$ cat src/rtl/uart_sender_cfg.sv
// Parameterized UART transmitter: start bit, LSB-first data, optional parity,
// 1 or 2 stop bits, then a one-cycle CLEAN_UP state that pulses done.
module uart_sender_cfg #(
  parameter int CLKS_PER_BIT = 87,
  parameter int DATA_WIDTH   = 8,
  parameter int PARITY       = 0,
  parameter int STOP_BITS    = 1
) (
  input  logic                  clk,
  input  logic                  rst_n,
  input  logic                  start,
  input  logic [DATA_WIDTH-1:0] data_in,
  output logic                  tx,
  output logic                  busy,
  output logic                  done
);

  if (CLKS_PER_BIT < 2 || CLKS_PER_BIT > 65535) begin : g_bad_cpb
    $fatal(1, "uart_sender_cfg: CLKS_PER_BIT out of range 2..65535");
  end
  if (DATA_WIDTH < 5 || DATA_WIDTH > 9) begin : g_bad_dw
    $fatal(1, "uart_sender_cfg: DATA_WIDTH out of range 5..9");
  end
  if (PARITY < 0 || PARITY > 2) begin : g_bad_par
    $fatal(1, "uart_sender_cfg: PARITY must be 0, 1 or 2");
  end
  if (STOP_BITS < 1 || STOP_BITS > 2) begin : g_bad_stop
    $fatal(1, "uart_sender_cfg: STOP_BITS must be 1 or 2");
  end

  localparam int             CW            = $clog2(CLKS_PER_BIT);
  localparam logic [CW-1:0]  CNT_LAST      = CW'(CLKS_PER_BIT - 1);
  localparam logic [3:0]     IDX_DATA_LAST = 4'(DATA_WIDTH - 1);
  localparam logic [3:0]     IDX_STOP_LAST = 4'(STOP_BITS - 1);
  localparam logic           PAR_ODD       = (PARITY == 1);

  typedef enum logic [2:0] {
    IDLE, START_BIT, DATA_BITS, PARITY_BIT, STOP_BIT, CLEAN_UP
  } state_t;

  state_t                state_q, state_d;
  logic [CW-1:0]         cnt_q, cnt_d;
  logic [3:0]            idx_q, idx_d;
  logic [DATA_WIDTH-1:0] shreg_q, shreg_d;
  logic                  par_q, par_d;
  logic                  tx_q, tx_d;
  logic                  busy_q, busy_d;
  logic                  done_q, done_d;
  logic                  bit_end;

  assign bit_end = (cnt_q == CNT_LAST);

  // Outputs are registered: tx/busy/done are computed for the state being entered.
  always_comb begin
    state_d = state_q;
    cnt_d   = cnt_q;
    idx_d   = idx_q;
    shreg_d = shreg_q;
    par_d   = par_q;
    tx_d    = tx_q;
    busy_d  = busy_q;
    done_d  = 1'b0;
    unique case (state_q)
      IDLE: begin
        tx_d   = 1'b1;
        busy_d = 1'b0;
        if (start) begin
          shreg_d = data_in;
          par_d   = (^data_in) ^ PAR_ODD;
          cnt_d   = '0;
          idx_d   = '0;
          tx_d    = 1'b0;
          busy_d  = 1'b1;
          state_d = START_BIT;
        end
      end
      START_BIT: begin
        if (bit_end) begin
          cnt_d   = '0;
          idx_d   = '0;
          tx_d    = shreg_q[0];
          state_d = DATA_BITS;
        end else begin
          cnt_d = cnt_q + 1'b1;
        end
      end
      DATA_BITS: begin
        if (bit_end) begin
          cnt_d = '0;
          if (idx_q == IDX_DATA_LAST) begin
            idx_d = '0;
            if (PARITY != 0) begin
              tx_d    = par_q;
              state_d = PARITY_BIT;
            end else begin
              tx_d    = 1'b1;
              state_d = STOP_BIT;
            end
          end else begin
            idx_d   = idx_q + 1'b1;
            shreg_d = {1'b0, shreg_q[DATA_WIDTH-1:1]};
            tx_d    = shreg_q[1];
          end
        end else begin
          cnt_d = cnt_q + 1'b1;
        end
      end
      PARITY_BIT: begin
        if (bit_end) begin
          cnt_d   = '0;
          idx_d   = '0;
          tx_d    = 1'b1;
          state_d = STOP_BIT;
        end else begin
          cnt_d = cnt_q + 1'b1;
        end
      end
      STOP_BIT: begin
        if (bit_end) begin
          cnt_d = '0;
          if (idx_q == IDX_STOP_LAST) begin
            idx_d   = '0;
            tx_d    = 1'b1;
            busy_d  = 1'b0;
            done_d  = 1'b1;
            state_d = CLEAN_UP;
          end else begin
            idx_d = idx_q + 1'b1;
          end
        end else begin
          cnt_d = cnt_q + 1'b1;
        end
      end
      CLEAN_UP: begin
        tx_d    = 1'b1;
        busy_d  = 1'b0;
        state_d = IDLE;
      end
      default: begin
        tx_d    = 1'b1;
        busy_d  = 1'b0;
        state_d = IDLE;
      end
    endcase
  end

  always_ff @(posedge clk or negedge rst_n) begin
    if (!rst_n) begin
      state_q <= IDLE;
      cnt_q   <= '0;
      idx_q   <= '0;
      shreg_q <= '0;
      par_q   <= 1'b0;
      tx_q    <= 1'b1;
      busy_q  <= 1'b0;
      done_q  <= 1'b0;
    end else begin
      state_q <= state_d;
      cnt_q   <= cnt_d;
      idx_q   <= idx_d;
      shreg_q <= shreg_d;
      par_q   <= par_d;
      tx_q    <= tx_d;
      busy_q  <= busy_d;
      done_q  <= done_d;
    end
  end

  assign tx   = tx_q;
  assign busy = busy_q;
  assign done = done_q;

endmodule

$ cat config.mk
export PLATFORM = sky130hd
export DESIGN_NAME = uart_sender_cfg
export DESIGN_NICKNAME = d
export VERILOG_FILES = /design/src/rtl/uart_sender_cfg.sv
export SDC_FILE = /design/constraint.sdc
export NUM_CORES = 1
export LEC_CHECK = 0
export ABC_AREA = 1
export CAP_MARGIN = 20
export CORE_ASPECT_RATIO = 1.5
export CORE_UTILIZATION = 60
export DETAILED_ROUTE_END_ITERATION = 16
export PLACE_DENSITY = 0.82
export SYNTH_ARGS = -nofsm -noshare
export SYNTH_HDL_FRONTEND = slang
export SYNTH_SLANG_ARGS = --single-unit
$ cat constraint.sdc
create_clock -name clk -period 2.6 [get_ports clk]
set_input_delay 0.52 -clock clk [delete_from_list [all_inputs] [get_ports clk]]
set_output_delay 0.52 -clock clk [all_outputs]
set_load 0.05 [all_outputs]
==> impl_summary.log <==
[metrics] run status: finished clean
[metrics] hold endpoint: tx
[metrics] Tightest Pin Transition: 492.2 ps
[metrics] nets in the synthesized netlist: 215
[metrics] post-CTS setup buffer count: 0
[metrics] most frequent cells in the layout: 75 x sky130_fd_sc_hd__nand2_1, 24 x sky130_fd_sc_hd__dfrtp_1, 20 x sky130_fd_sc_hd__nand3_1
[metrics] pin count of the biggest net entering global routing: 26
[metrics] Max transition margin: 67.09%
[metrics] total design power: 0.001692 W
[metrics] gate family responsible for the most delay along the worst path: buffers and inverters
[metrics] slowest stage cell, crit path: sky130_fd_sc_hd__clkdlybuf4s50_1
[metrics] final-stage net count: 234
[metrics] Core Util, Final: 73.13%
[metrics] number of buffers created by CTS: 3
[metrics] Worst Path Arrival: 1660 ps
[metrics] clock skew: 0.8492 ps
[metrics] total negative slack: 0 ps
[metrics] Slew Limit Fails: 0
[metrics] path class of the lowest-slack min-delay path: reg2reg
[metrics] post-detailed-route wirelength per cell: 12.32 um
[metrics] cell area after synthesis: 1483 um2
[metrics] top cell type by total area after synthesis: sky130_fd_sc_hd__dfrtp_1
[metrics] worst hold path stage count: 2
[metrics] per-cell via count in the routed design: 5.398
[metrics] synthesized flop and latch total: 25
[metrics] Num Clock Sinks: 25
[metrics] Post-synth EDFFs: 0
[metrics] first-pass GRT wire length: 5278 um
[metrics] number of global-route vias before repair: 1281
[metrics] area share of the largest cell type after synthesis: 40.51%
[metrics] Crit Path Category: reg2out
[metrics] clock transition at the registers of the reported paths: 130 ps
[metrics] distinct cell type count of the synthesized netlist: 24
[metrics] count of cells along the worst register-to-register path: 9
[metrics] CP cell instances: clkdlybuf4s50_1
[metrics] peak supply drop: 0.5307 mV
[metrics] starting DRC count in detailed routing: 45
[metrics] Primary FF master, synth: sky130_fd_sc_hd__dfrtp_1
[metrics] Remaining Overflow, GRT: 0
[metrics] share of cells above drive strength 1: 11.93%
[metrics] Leakage Power: 0.8625 nW
[metrics] number of iterations in the first detailed-routing pass: 5
[metrics] gp weighted congestion: 0.8714
[metrics] Max Buffers Root-to-Sink: 2
[metrics] Min-Delay Startpoint: tx
[metrics] floorplan row count: 21
[metrics] width of the die: 42.59 um
[metrics] critical path peak fanout: 2
[metrics] Final period util: 83.91%
[metrics] Reg-to-Reg End: shreg_q[6]
[metrics] share of synthesized registers carrying an async set or reset: 100.0%
[metrics] top area cells in the synthesized netlist: sky130_fd_sc_hd__dfrtp_1 41%, sky130_fd_sc_hd__nand2_1 19%, sky130_fd_sc_hd__nand3_1 6.8%
[metrics] master cell of the clock root buffer: sky130_fd_sc_hd__clkbuf_4
[metrics] number of warning messages in the yosys log: 0
[metrics] number of max-cap violations: 0
[metrics] drc violations: 0
[metrics] relative area change from synthesis to final layout: 12.74%
[metrics] highest cell delay on the worst timing path: 790 ps
[metrics] Ports: 14
[metrics] buffers and inverters on the worst path: 1
[metrics] CP endpoint kind: primary output
[metrics] cell count after synthesis: 200
[metrics] Period minus WS final: 2182 ps
[metrics] final hold violation count: 0
[metrics] worst r2r src: cnt_q[0]
[metrics] Buffers on Ports: 13
[metrics] # resized after CTS: 0
[metrics] hold buffer count at CTS: 0
[metrics] overall global routing resource usage: 25.71%
[metrics] clock latency on the worst-skew pair: 320 ps
[metrics] PwrDens: 1012 nW/um2
[metrics] most common cell after layout, fill and taps aside: sky130_fd_sc_hd__nand2_1
[metrics] post-detail-place hpwl: 2333 um
[metrics] setup violation total in the final timing report: 0
[metrics] vertical die dimension: 62.88 um
[metrics] sort of element at the start of the critical path: register
[metrics] Max Freq: 458.4 MHz
[metrics] initial antenna violation count: 0
[metrics] Register-to-Register Setup Slack: 960 ps
[metrics] sequential cell area fraction in the yosys report: 42.28%
[metrics] DIE AREA: 2678 um2
[metrics] ANT nets after route: 0
[metrics] antenna diode count: 0
[metrics] CTS tree: built
[metrics] via total after detailed routing: 1301
[metrics] wirelength, routed: 2968 um
[metrics] required time worst endpoint: 2080 ps
[metrics] H-Tree Depth: 1
[metrics] RSZ-0062 raised after global routing: no
[metrics] placeable core region: 2286 um2
[metrics] initial standard-cell utilization of the core: 64.86%
[metrics] path length in cells of the critical path: 1
[metrics] average size of a mapped cell: 7.413 um2
cell families (layout without fill, tap and decap cells):
family / count (synthesis) / after routing / synth area share, %
DFF: 25 / 25 / 42.28
xor gates and xnor gates: 2 / 2 / 1.182
buffers and inverters: 23 / 41 / 6.329
and+or+nand+nor: 128 / 128 / 40.51
adders and majority gates: 4 / 4 / 3.376
AOI/OAI and AO/OA: 18 / 18 / 6.329
routing by layer:
layer | up-vias | part of all wire [%] | GRT usage, %
met5 | - | 0 | 0
met4 | 0 | 3.3 | 12.89
met3 | 10 | 3.3 | 3.757
met2 | 32 | 55 | 48.27
met1 | 589 | 38 | 26.28
li1 | 670 | - | -
area by class of cell:
cell class	count	area, um2
fillers	184	614.3
inverters	22	82.58
repair buffers	15	145.1
well taps	23	28.78
flip-flops and latches	25	626.9
multi-input cells	152	762.0
clock buffers	4	26.28
tightest hold or removal path, delay by kind of cell, from the launching register on:
family / cells / cell delay [ps]
and+or+nand+nor: 2 / 100
DFF: 1 / 390
synth_stat cells, types with 2 or more instances:
cell / count
sky130_fd_sc_hd__o21ai_0: 9
sky130_fd_sc_hd__nand2_1: 75
sky130_fd_sc_hd__nor2_4: 2
sky130_fd_sc_hd__nand3_1: 20
sky130_fd_sc_hd__a21oi_1: 2
sky130_fd_sc_hd__nand2_2: 5
sky130_fd_sc_hd__nand2_4: 4
sky130_fd_sc_hd__nand4_1: 3
sky130_fd_sc_hd__o21ai_1: 5
sky130_fd_sc_hd__inv_2: 5
sky130_fd_sc_hd__inv_1: 17
sky130_fd_sc_hd__ha_1: 4
sky130_fd_sc_hd__nor3_1: 2
sky130_fd_sc_hd__nor2_2: 2
sky130_fd_sc_hd__xor2_1: 2
sky130_fd_sc_hd__dfrtp_1: 24
sky130_fd_sc_hd__nor2_1: 12
sequential cells by signal, indices dropped and copies added (netlist names):
register  flops
shreg_q       8
cnt_q         7
idx_q         4
state_q       3
busy          1
done          1
tx            1
where the power goes:
part	total (W)	switching, W	internal (W)
sequential	0.000628	0.000101	0.000527
combinational	0.000887	0.000586	0.000301
clock	0.000177	0.000116	0.0000602
total	0.00169	0.000804	0.000888
stage by stage:
stage,cell area [um2],setup slack [ps],hold WS [ps],cells
floorplan,1483,1199,224.4,200
global placement,1645,782.8,454.5,237
detailed placement,1645,768.5,464.1,237
CTS,1672,412.7,485.0,241
global route,1672,387.0,515.8,241
finish,1672,418.4,484.1,241
worst max path at each step:
stage,slack (ps),endpoint,startpoint
2_1_floorplan,1200,shreg_q[7],cnt_q[0]
3_3_place_gp,780,tx,tx
3_5_place_dp,770,shreg_q[4],start
4_1_cts,410,tx,tx
5_1_grt,390,tx,tx
6_report,420,tx,tx
No activity file was read; power rests on OpenSTA's default activity.
